<file path="src/rtl/ctrl_fsm_if.sv">
// Control-unit bundle: instruction/FIFO status into ctrl_fsm, datapath strobes out.
// The step line exists only when CTRL_STEP_EN is defined.
interface ctrl_fsm_if;
   logic [7:0] instr;
   logic       inbox_empty;
   logic       outbox_full;
`ifdef CTRL_STEP_EN
   logic       step;
`endif
   logic       wIR;
   logic       wOP;
   logic       wPC;
   logic       branch;
   logic       ijump;
   logic       flag_sel;
   logic [2:0] alu_op;
   logic       wR;
   logic       wM;
   logic       rd_inbox;
   logic       wr_outbox;
   logic       halted;
   logic       illegal;
   logic [2:0] state;

   // Handshake rules:
   //   rd_inbox is a single-cycle pop, issued only while inbox_empty is low.
   //   wr_outbox is a single-cycle push, issued only while outbox_full is low.
   //   A pop or push completes in the same cycle the strobe is high.
   //   Holding inbox_empty/outbox_full high stalls the controller indefinitely.
   modport master (
`ifdef CTRL_STEP_EN
      input  step,
`endif
      input  instr, inbox_empty, outbox_full,
      output wIR, wOP, wPC, branch, ijump, flag_sel, alu_op,
      output wR, wM, rd_inbox, wr_outbox, halted, illegal, state
   );

   modport slave (
`ifdef CTRL_STEP_EN
      output step,
`endif
      output instr, inbox_empty, outbox_full,
      input  wIR, wOP, wPC, branch, ijump, flag_sel, alu_op,
      input  wR, wM, rd_inbox, wr_outbox, halted, illegal, state
   );
endinterface

</file>
<file path="src/rtl/ctrl_fsm.sv">
// Multi-cycle fetch/decode/execute sequencer of the HRM CPU.
// Optional single-step gating of FETCH is enabled by defining CTRL_STEP_EN.
module ctrl_fsm #(
   parameter int unsigned MEM_WAIT = 0
) (
   input  logic        clk,
   input  logic        rst,
   ctrl_fsm_if.master  bus
);
   typedef enum logic [2:0] {
      FETCH    = 3'd0,
      DECODE   = 3'd1,
      FETCH_OP = 3'd2,
      EXEC     = 3'd3,
      WAIT_IN  = 3'd4,
      WAIT_OUT = 3'd5,
      HALTED   = 3'd6
   } state_t;

   localparam logic [3:0] WAIT_CYC = 4'(MEM_WAIT);

   state_t     state, state_nxt;
   logic [3:0] cnt, cnt_nxt;
   logic       illegal_q, illegal_nxt;
   logic [3:0] opcode;
   logic [3:0] instr_unused;
   logic       has_operand;
   logic       wait_done;
   logic       go;

   assign {opcode, instr_unused} = bus.instr;
   assign has_operand = (opcode >= 4'h2) && (opcode <= 4'hA);
   assign wait_done   = (cnt == WAIT_CYC);

`ifdef CTRL_STEP_EN
   // A step pulse arms FETCH until its memory wait completes, so one pulse runs one instruction.
   logic step_arm, step_arm_nxt;
   assign go = bus.step | step_arm;
`else
   assign go = 1'b1;
`endif

   always_ff @(posedge clk) begin
      if (rst) begin
         state     <= FETCH;
         cnt       <= 4'd0;
         illegal_q <= 1'b0;
`ifdef CTRL_STEP_EN
         step_arm  <= 1'b0;
`endif
      end else begin
         state     <= state_nxt;
         cnt       <= cnt_nxt;
         illegal_q <= illegal_nxt;
`ifdef CTRL_STEP_EN
         step_arm  <= step_arm_nxt;
`endif
      end
   end

   assign bus.illegal = illegal_q;
   assign bus.state   = state;

   always_comb begin
      state_nxt     = state;
      cnt_nxt       = cnt;
      illegal_nxt   = illegal_q;
`ifdef CTRL_STEP_EN
      step_arm_nxt  = step_arm;
`endif
      bus.wIR       = 1'b0;
      bus.wOP       = 1'b0;
      bus.wPC       = 1'b0;
      bus.branch    = 1'b0;
      bus.ijump     = 1'b0;
      bus.flag_sel  = 1'b0;
      bus.alu_op    = 3'd0;
      bus.wR        = 1'b0;
      bus.wM        = 1'b0;
      bus.rd_inbox  = 1'b0;
      bus.wr_outbox = 1'b0;
      bus.halted    = 1'b0;

      // Reset wins over everything, including the Mealy FIFO strobes.
      if (!rst) begin
         case (state)
            FETCH: begin
               if (go) begin
                  if (wait_done) begin
                     bus.wIR   = 1'b1;
                     bus.wPC   = 1'b1;
                     state_nxt = DECODE;
                  end else begin
                     cnt_nxt   = cnt + 4'd1;
                  end
`ifdef CTRL_STEP_EN
                  step_arm_nxt = !wait_done;
`endif
               end
            end
            DECODE: begin
               if (has_operand)                          state_nxt = FETCH_OP;
               else if (opcode == 4'h0 || opcode == 4'h1) state_nxt = EXEC;
               else if (opcode == 4'hF)                  state_nxt = HALTED;
               else begin
                  illegal_nxt = 1'b1;
                  state_nxt   = HALTED;
               end
            end
            FETCH_OP: begin
               if (wait_done) begin
                  bus.wOP   = 1'b1;
                  bus.wPC   = (opcode <= 4'h7);
                  state_nxt = EXEC;
               end else begin
                  cnt_nxt   = cnt + 4'd1;
               end
            end
            EXEC, WAIT_IN, WAIT_OUT: begin
               state_nxt = FETCH;
               case (opcode)
                  4'h0: begin
                     if (bus.inbox_empty) state_nxt = WAIT_IN;
                     else begin
                        bus.rd_inbox = 1'b1;
                        bus.wR       = 1'b1;
                     end
                  end
                  4'h1: begin
                     if (bus.outbox_full) state_nxt = WAIT_OUT;
                     else bus.wr_outbox = 1'b1;
                  end
                  4'h2: begin bus.wR = 1'b1; bus.alu_op = 3'd1; end
                  4'h3: bus.wM = 1'b1;
                  4'h4: begin bus.wR = 1'b1; bus.alu_op = 3'd2; end
                  4'h5: begin bus.wR = 1'b1; bus.alu_op = 3'd3; end
                  4'h6: begin bus.wR = 1'b1; bus.wM = 1'b1; bus.alu_op = 3'd4; end
                  4'h7: begin bus.wR = 1'b1; bus.wM = 1'b1; bus.alu_op = 3'd5; end
                  4'h8: begin bus.wPC = 1'b1; bus.branch = 1'b1; bus.ijump = 1'b1; end
                  4'h9: begin bus.wPC = 1'b1; bus.branch = 1'b1; end
                  4'hA: begin bus.wPC = 1'b1; bus.branch = 1'b1; bus.flag_sel = 1'b1; end
                  default: ;
               endcase
            end
            HALTED: bus.halted = 1'b1;
            default: state_nxt = FETCH;
         endcase
      end

      if (state_nxt != state) cnt_nxt = 4'd0;
   end
endmodule

</file>
<file path="src/flat_wrapper.sv">
// flat-port wrapper written by rule: the top's interface ports become plain ports
module ctrl_fsm_flat 
#(
   parameter int unsigned MEM_WAIT = 0
)
  (clk, rst, bus_instr, bus_inbox_empty, bus_outbox_full, bus_wIR, bus_wOP, bus_wPC, bus_branch, bus_ijump, bus_flag_sel, bus_alu_op, bus_wR, bus_wM, bus_rd_inbox, bus_wr_outbox, bus_halted, bus_illegal, bus_state);
  ctrl_fsm_if bus_i ();
  input  logic clk;
  input  logic rst;
  input wire logic [$bits(bus_i.instr)-1:0] bus_instr;
  input wire logic [$bits(bus_i.inbox_empty)-1:0] bus_inbox_empty;
  input wire logic [$bits(bus_i.outbox_full)-1:0] bus_outbox_full;
  output wire logic [$bits(bus_i.wIR)-1:0] bus_wIR;
  output wire logic [$bits(bus_i.wOP)-1:0] bus_wOP;
  output wire logic [$bits(bus_i.wPC)-1:0] bus_wPC;
  output wire logic [$bits(bus_i.branch)-1:0] bus_branch;
  output wire logic [$bits(bus_i.ijump)-1:0] bus_ijump;
  output wire logic [$bits(bus_i.flag_sel)-1:0] bus_flag_sel;
  output wire logic [$bits(bus_i.alu_op)-1:0] bus_alu_op;
  output wire logic [$bits(bus_i.wR)-1:0] bus_wR;
  output wire logic [$bits(bus_i.wM)-1:0] bus_wM;
  output wire logic [$bits(bus_i.rd_inbox)-1:0] bus_rd_inbox;
  output wire logic [$bits(bus_i.wr_outbox)-1:0] bus_wr_outbox;
  output wire logic [$bits(bus_i.halted)-1:0] bus_halted;
  output wire logic [$bits(bus_i.illegal)-1:0] bus_illegal;
  output wire logic [$bits(bus_i.state)-1:0] bus_state;
  assign bus_i.instr = bus_instr;
  assign bus_i.inbox_empty = bus_inbox_empty;
  assign bus_i.outbox_full = bus_outbox_full;
  assign bus_wIR = bus_i.wIR;
  assign bus_wOP = bus_i.wOP;
  assign bus_wPC = bus_i.wPC;
  assign bus_branch = bus_i.branch;
  assign bus_ijump = bus_i.ijump;
  assign bus_flag_sel = bus_i.flag_sel;
  assign bus_alu_op = bus_i.alu_op;
  assign bus_wR = bus_i.wR;
  assign bus_wM = bus_i.wM;
  assign bus_rd_inbox = bus_i.rd_inbox;
  assign bus_wr_outbox = bus_i.wr_outbox;
  assign bus_halted = bus_i.halted;
  assign bus_illegal = bus_i.illegal;
  assign bus_state = bus_i.state;
  ctrl_fsm #(.MEM_WAIT(MEM_WAIT)) u_core (.clk(clk), .rst(rst), .bus(bus_i));
endmodule
</file>
<file path="config.mk">
export PLATFORM = sky130hd
export DESIGN_NAME = ctrl_fsm_flat
export DESIGN_NICKNAME = d
export VERILOG_FILES = /design/src/rtl/ctrl_fsm_if.sv /design/src/rtl/ctrl_fsm.sv /design/src/flat_wrapper.sv
export SDC_FILE = /design/constraint.sdc
export NUM_CORES = 1
export LEC_CHECK = 0
export ABC_AREA = 1
export CAP_MARGIN = 25
export CORE_AREA = 2 2 44 46
export CTS_BUF_LIST = sky130_fd_sc_hd__clkbuf_4 sky130_fd_sc_hd__clkbuf_8 sky130_fd_sc_hd__clkbuf_16
export DETAILED_ROUTE_END_ITERATION = 8
export DIE_AREA = 0 0 46 48
export GPL_TIMING_DRIVEN = 0
export PLACE_DENSITY = 0.76
export REMOVE_ABC_BUFFERS = 1
export SYNTH_ARGS = -nofsm -noshare
export SYNTH_HDL_FRONTEND = slang
export SYNTH_SLANG_ARGS = --single-unit
</file>
<file path="constraint.sdc">
create_clock -name clk -period 4.25 [get_ports clk]
set_clock_uncertainty 0.15 [all_clocks]
set_input_delay 0.85 -clock clk [delete_from_list [all_inputs] [get_ports clk]]
set_output_delay 0.85 -clock clk [all_outputs]
set_load 0.02 [all_outputs]
</file>
==> results.json, run 1 <==
{
  "path_buf_inv": 3,
  "setup-tns-final_ns": 0,
  "core_um2": 1690,
  "finalWirelength_mm": 1.66,
  "syn-cell-area_um2": 671,
  "htreeDepth": 1,
  "first_pass_iters": 4,
  "synth_cell_types": 25,
  "cp-end-kind": "primary output",
  "yosysSeqAreaShare_pct": 23.9,
  "layout.nets": 148,
  "ys_seq_elements": 8,
  "num_vias": 742,
  "dp_hpwl_mm": 1.29,
  "clkTransAtPathRegs_ns": 0.05,
  "power_density_nw_per_um2": 216,
  "mostFrequentLayoutCells": "clkdlybuf4s50_1, nand2_1, nor2_1, inv_1, dfxtp_1",
  "clk_latency_ns": 0.26,
  "holdBufCountCts": 0,
  "hold_class": "reg2reg",
  "syn_inst": 104,
  "yosys.area.top_type_share_pct": 23.9,
  "cp-start-kind": "input pin",
  "grt_pass1_vias": 640,
  "cts_made_buffers": 3,
  "p_leak_nw": 0.406,
  "numClockSinks": 8,
  "port_buffers": 25,
  "die_height_um": 48,
  "io_pins": 30,
  "crit_top_cell": "clkdlybuf4s50_1",
  "avgSynthCellArea_um2": 6.45,
  "fmaxAchievable_mhz": 260,
  "cp_top_family": "buffers and inverters",
  "synth_edf_count": 0,
  "outcome": "complete, no violations",
  "drtAntennaViolNets": 0,
  "clk_path_buf_depth": 2,
  "synth.largest_area_cell": "dfxtp_1",
  "place_congestion": 0.808,
  "ys_warn_count": 0,
  "drc": 0,
  "synthTopCellsByArea": "dfxtp_1, nand2_1, nor2_1, inv_1, nand3_2",
  "ctsResizeCount": 0,
  "hold_viol": 0,
  "initialDrtViolationCount": 9,
  "worstMarginPinSlew_ns": 0.391,
  "postCtsSetupBuffers": 0,
  "mostFrequentLayoutCell": "clkdlybuf4s50_1",
  "rsz0062_at_grt": "no",
  "timing.final.crit_share_pct": 90.4,
  "ys.flop_type": "dfxtp_1",
  "grt_use_total_pct": 16.7,
  "relSlewSlack_pct": 73.3,
  "cts_tree": "built",
  "crit_path_max_fanout": 10,
  "synthArstFlopShare_pct": 0,
  "critical_path_class": "in2out",
  "cp.arrival_ns": 2.84,
  "routedWlPerCell_um": 11.2,
  "drv_slew": 0,
  "slowest_delay_ns": 0.63,
  "dieArea_um2": 2210,
  "ctsRootBufferMaster": "clkbuf_4",
  "start_util_pct": 39.7,
  "ir_worst_vdd_mv": 0.0881,
  "worstPathRequired_ns": 3.25,
  "grt_overflow": 0,
  "antenna_cells": 0,
  "setup_viol": 0,
  "fillers": 169,
  "instances_no_fill": 149,
  "viasPerCell": 4.98,
  "power_mw": 0.208,
  "antenna_found_initial": 0,
  "syn2layout_area_growth_pct": 43.8,
  "grt_max_degree": 11,
  "maxCapViolCount": 0,
  "placed_cells": 146,
  "crit_chain": "clkdlybuf4s50_1 -> inv_1 -> nand2_2 -> nor3_1 -> o21bai_1 -> clkdlybuf4s50_1",
  "drive_above_1_share_pct": 13.6,
  "die_w_um": 46,
  "min_period_ns": 3.84,
  "rows": 15,
  "grt_pass1_wl_mm": 2.64,
  "crit_path_top_delay_cell": "clkdlybuf4s50_1"
}
cell usage after synthesis (2+ instances only):
library cell / n
ha_1: 2
nor3_2: 2
nor2_4: 2
nand2_1: 20
nor3_1: 5
nand3_2: 5
xor2_1: 2
inv_2: 4
a21oi_1: 2
nor2_1: 16
inv_1: 15
o21ai_0: 2
nand2_2: 2
dfxtp_1: 8
nand3_1: 5
nor4_1: 3
flip-flops by register name, indices dropped and copies added (netlist names):
register / cells
u_core.bus.state: 3
u_core.cnt: 4
u_core.bus.illegal: 1
power by group:
group	total, mW	internal (mW)	switching [mW]	leakage (nW)
clock network	0.0609	0.0325	0.0284	0.0138
registers	0.0829	0.0780	0.00490	0.0651
logic	0.0644	0.0269	0.0375	0.327
total	0.208	0.137	0.0708	0.406
layout make-up:
type | count | area, um^2 | area share [%]
clock buffer | 3 | 22.5 | 2.33
tap | 17 | 21.3 | 2.20
sequential | 8 | 160 | 16.6
timing repair buffer | 25 | 250 | 25.9
inverter | 19 | 71.3 | 7.39
multi-input combinational | 77 | 439 | 45.5
per-stage QoR:
step	worst slack [ns]	utilization [%]	area (um^2)	hold slack (ns)
4_1_cts	0.418	57.1	965	0.331
3_5_place_dp	0.441	55.8	942	0.317
5_1_grt	0.284	57.1	965	0.346
6_report	0.410	57.1	965	0.326
3_3_place_gp	0.431	55.8	942	0.300
2_1_floorplan	1.07	-	671	0.345
per-layer routing:
layer	global-route usage (%)	vias to the layer above	routed length [um]	part of all wire (%)
li1	-	394	-	-
met1	19.6	319	752	45
met2	26.7	24	747	45
met3	4.91	5	128	7.7
met4	10.3	0	36	2.2
met5	0	-	0	0
worst register-to-register path: cells and delay by family, from the launching register on:
| family | cells | cell delay [ns] |
|---|---|---|
| flip-flops | 1 | 0.34 |
| adder cells (fa/ha/maj) | 1 | 0.13 |
| buffers and inverters | 1 | 0.07 |
| AND/OR/NAND/NOR | 8 | 0.96 |
worst paths after layout:
check                                   startpoint                  to  slack [ns]  cells past startpoint
worst max-delay path                           rst             bus_wPC        0.41                      6
worst min register to register  u_core.bus.illegal  u_core.bus.illegal        0.33                      2
worst min-delay path            u_core.bus.illegal  u_core.bus.illegal        0.33                      2
worst max register to register       u_core.cnt[0]       u_core.cnt[0]        2.52                     10
logic make-up (layout without fill, tap and decap cells):
logic type      Yosys count  count (layout)  synth area share, %
simple gates             63              63                 49.3
buf+inv                  19              47                 10.6
compound gates            9               9                 8.58
flops                     8               8                 23.9
xor+xnor                  3               3                 3.92
fa+ha+maj                 2               2                 3.73
Note: power is estimated with default switching activity, not from simulation.
==> run 2, diff against run 1 <==
clock period = 3.74 ns   (was 4.25 ns; I/O delays follow)
==> run 2 against run 1 <==
  * Sequential share of layout area did not move
  * Die area stayed put
  * Sequential power grew 14%
  * Sequential cell count did not move
  * Global-route usage unchanged
  * Count of clock-buffer cells in the layout unchanged
==> results.json, run 2 (synthesized netlist as in run 1, its figures left out) <==
{
  "critPathLaunch": "rst",
  "dp_hpwl_mm": 1.29,
  "syn2layout_area_growth_pct": 43.8,
  "cp-start-kind": "input pin",
  "setup-tns-final_ns": 0,
  "io_pins": 30,
  "cp.arrival_ns": 2.66,
  "die_height_um": 48,
  "mostFrequentLayoutCells": "clkdlybuf4s50_1, nand2_1, nor2_1, inv_1, dfxtp_1",
  "dieArea_um2": 2210,
  "drtAntennaViolNets": 0,
  "hold_class": "reg2reg",
  "routedWlPerCell_um": 11.2,
  "cp_top_family": "buffers and inverters",
  "grt_pass1_wl_mm": 2.64,
  "maxCapViolCount": 0,
  "path_buf_inv": 3,
  "fmaxAchievable_mhz": 281,
  "drv_slew": 0,
  "crit_path_max_fanout": 10,
  "crit_path_top_delay_cell": "clkdlybuf4s50_1",
  "mostFrequentLayoutCell": "clkdlybuf4s50_1",
  "grt_use_total_pct": 16.7,
  "rsz0062_at_grt": "no",
  "critical_path_class": "in2out",
  "clk_latency_ns": 0.26,
  "antenna_cells": 0,
  "viasPerCell": 4.97,
  "layout_setup_ws_ns": 0.182,
  "setup_viol": 0,
  "post-place-ws_ns": 0.135,
  "cts_tree": "built",
  "layout.nets": 148,
  "drive_above_1_share_pct": 14.4,
  "holdBufCountCts": 0,
  "first_pass_iters": 4,
  "top_register": "u_core.cnt",
  "ir_worst_vdd_mv": 0.0999,
  "htreeDepth": 1,
  "worstMarginPinSlew_ns": 0.391,
  "die_w_um": 46,
  "num_vias": 741,
  "cts_made_buffers": 3,
  "hold_slack_ns": 0.329,
  "rows": 15,
  "slowest_delay_ns": 0.63,
  "min-delay-start": "u_core.bus.illegal",
  "relSlewSlack_pct": 73.3,
  "largest_register_ff_count": 4,
  "antenna_found_initial": 0,
  "numClockSinks": 8,
  "drc": 0,
  "initialDrtViolationCount": 9,
  "p_leak_nw": 0.405,
  "min_period_ns": 3.56,
  "grt_overflow": 0,
  "postCtsSetupBuffers": 0,
  "cp-end-kind": "primary output",
  "hold_viol": 0,
  "grt_max_degree": 11,
  "timing.final.crit_share_pct": 95.1,
  "place_congestion": 0.808,
  "power_density_nw_per_um2": 245,
  "grt_pass1_vias": 640,
  "outcome": "complete, no violations",
  "finalWirelength_mm": 1.66,
  "crit_chain": "clkdlybuf4s50_1 -> inv_2 -> nand2_2 -> nor3_1 -> o21bai_1 -> clkdlybuf4s50_1",
  "worstPathRequired_ns": 2.84,
  "ctsRootBufferMaster": "clkbuf_4",
  "clkTransAtPathRegs_ns": 0.05,
  "port_buffers": 25,
  "clk_path_buf_depth": 2,
  "core_um2": 1690,
  "crit_top_cell": "clkdlybuf4s50_1",
  "rr_startpoint": "u_core.cnt[0]",
  "start_util_pct": 39.7
}
==> run 2: worst register-to-register path, stage by stage (launching register included) <==
cell	delay (ns)
dfxtp_1	0.34
inv_1	0.07
ha_1	0.13
nor3b_1	0.28
nand2_1	0.19
nand3_2	0.12
nand2_1	0.08
nand2_1	0.08
nand2_1	0.06
nand3_2	0.10
nor2_1	0.04
==> run 2: metrics by stage <==
stage,instance area [um^2],total power [mW],std cells,util [%]
CTS,965,0.238,149,57.1
finish,965,0.237,149,57.1
floorplan,671,0.137,104,-
global route,965,0.249,149,57.1
detailed placement,942,0.168,146,55.8
global placement,942,0.168,146,55.8
==> run 2: final timing paths <==
path,to,slack (ns),cells past startpoint
hold reg to reg,u_core.bus.illegal,0.33,2
setup reg to reg,u_core.cnt[3],2.01,10
hold / removal,u_core.bus.illegal,0.33,2
setup / recovery,bus_wPC,0.18,6
==> run 2: final cells by class <==
class,count,area (um^2)
Clock buffer,3,22.5
Fill cell,169,724
Inverter,19,71.3
Multi-Input combinational cell,77,439
Sequential cell,8,160
Tap cell,17,21.3
Timing Repair Buffer,25,250
==> run 2: timing repair <==
| action | in CTS | in global routing |
|---|---|---|
| endpoints found under the setup margin | 0 | 1 |
| endpoints found under the hold margin | 0 | 0 |
| resized for setup | 0 | 1 |
==> run 2: metal layers <==
layer | routed length (um) | GRT usage (%)
met5 | 0 | 0
met4 | 36 | 10.3
met3 | 128 | 4.91
met2 | 745 | 26.7
met1 | 752 | 19.6
==> run 2: power breakdown <==
| group | total [mW] | internal (mW) | switching (mW) |
|---|---|---|---|
| Clock | 0.0690 | 0.0369 | 0.0321 |
| Combinational | 0.0733 | 0.0306 | 0.0427 |
| Sequential | 0.0943 | 0.0887 | 0.00558 |
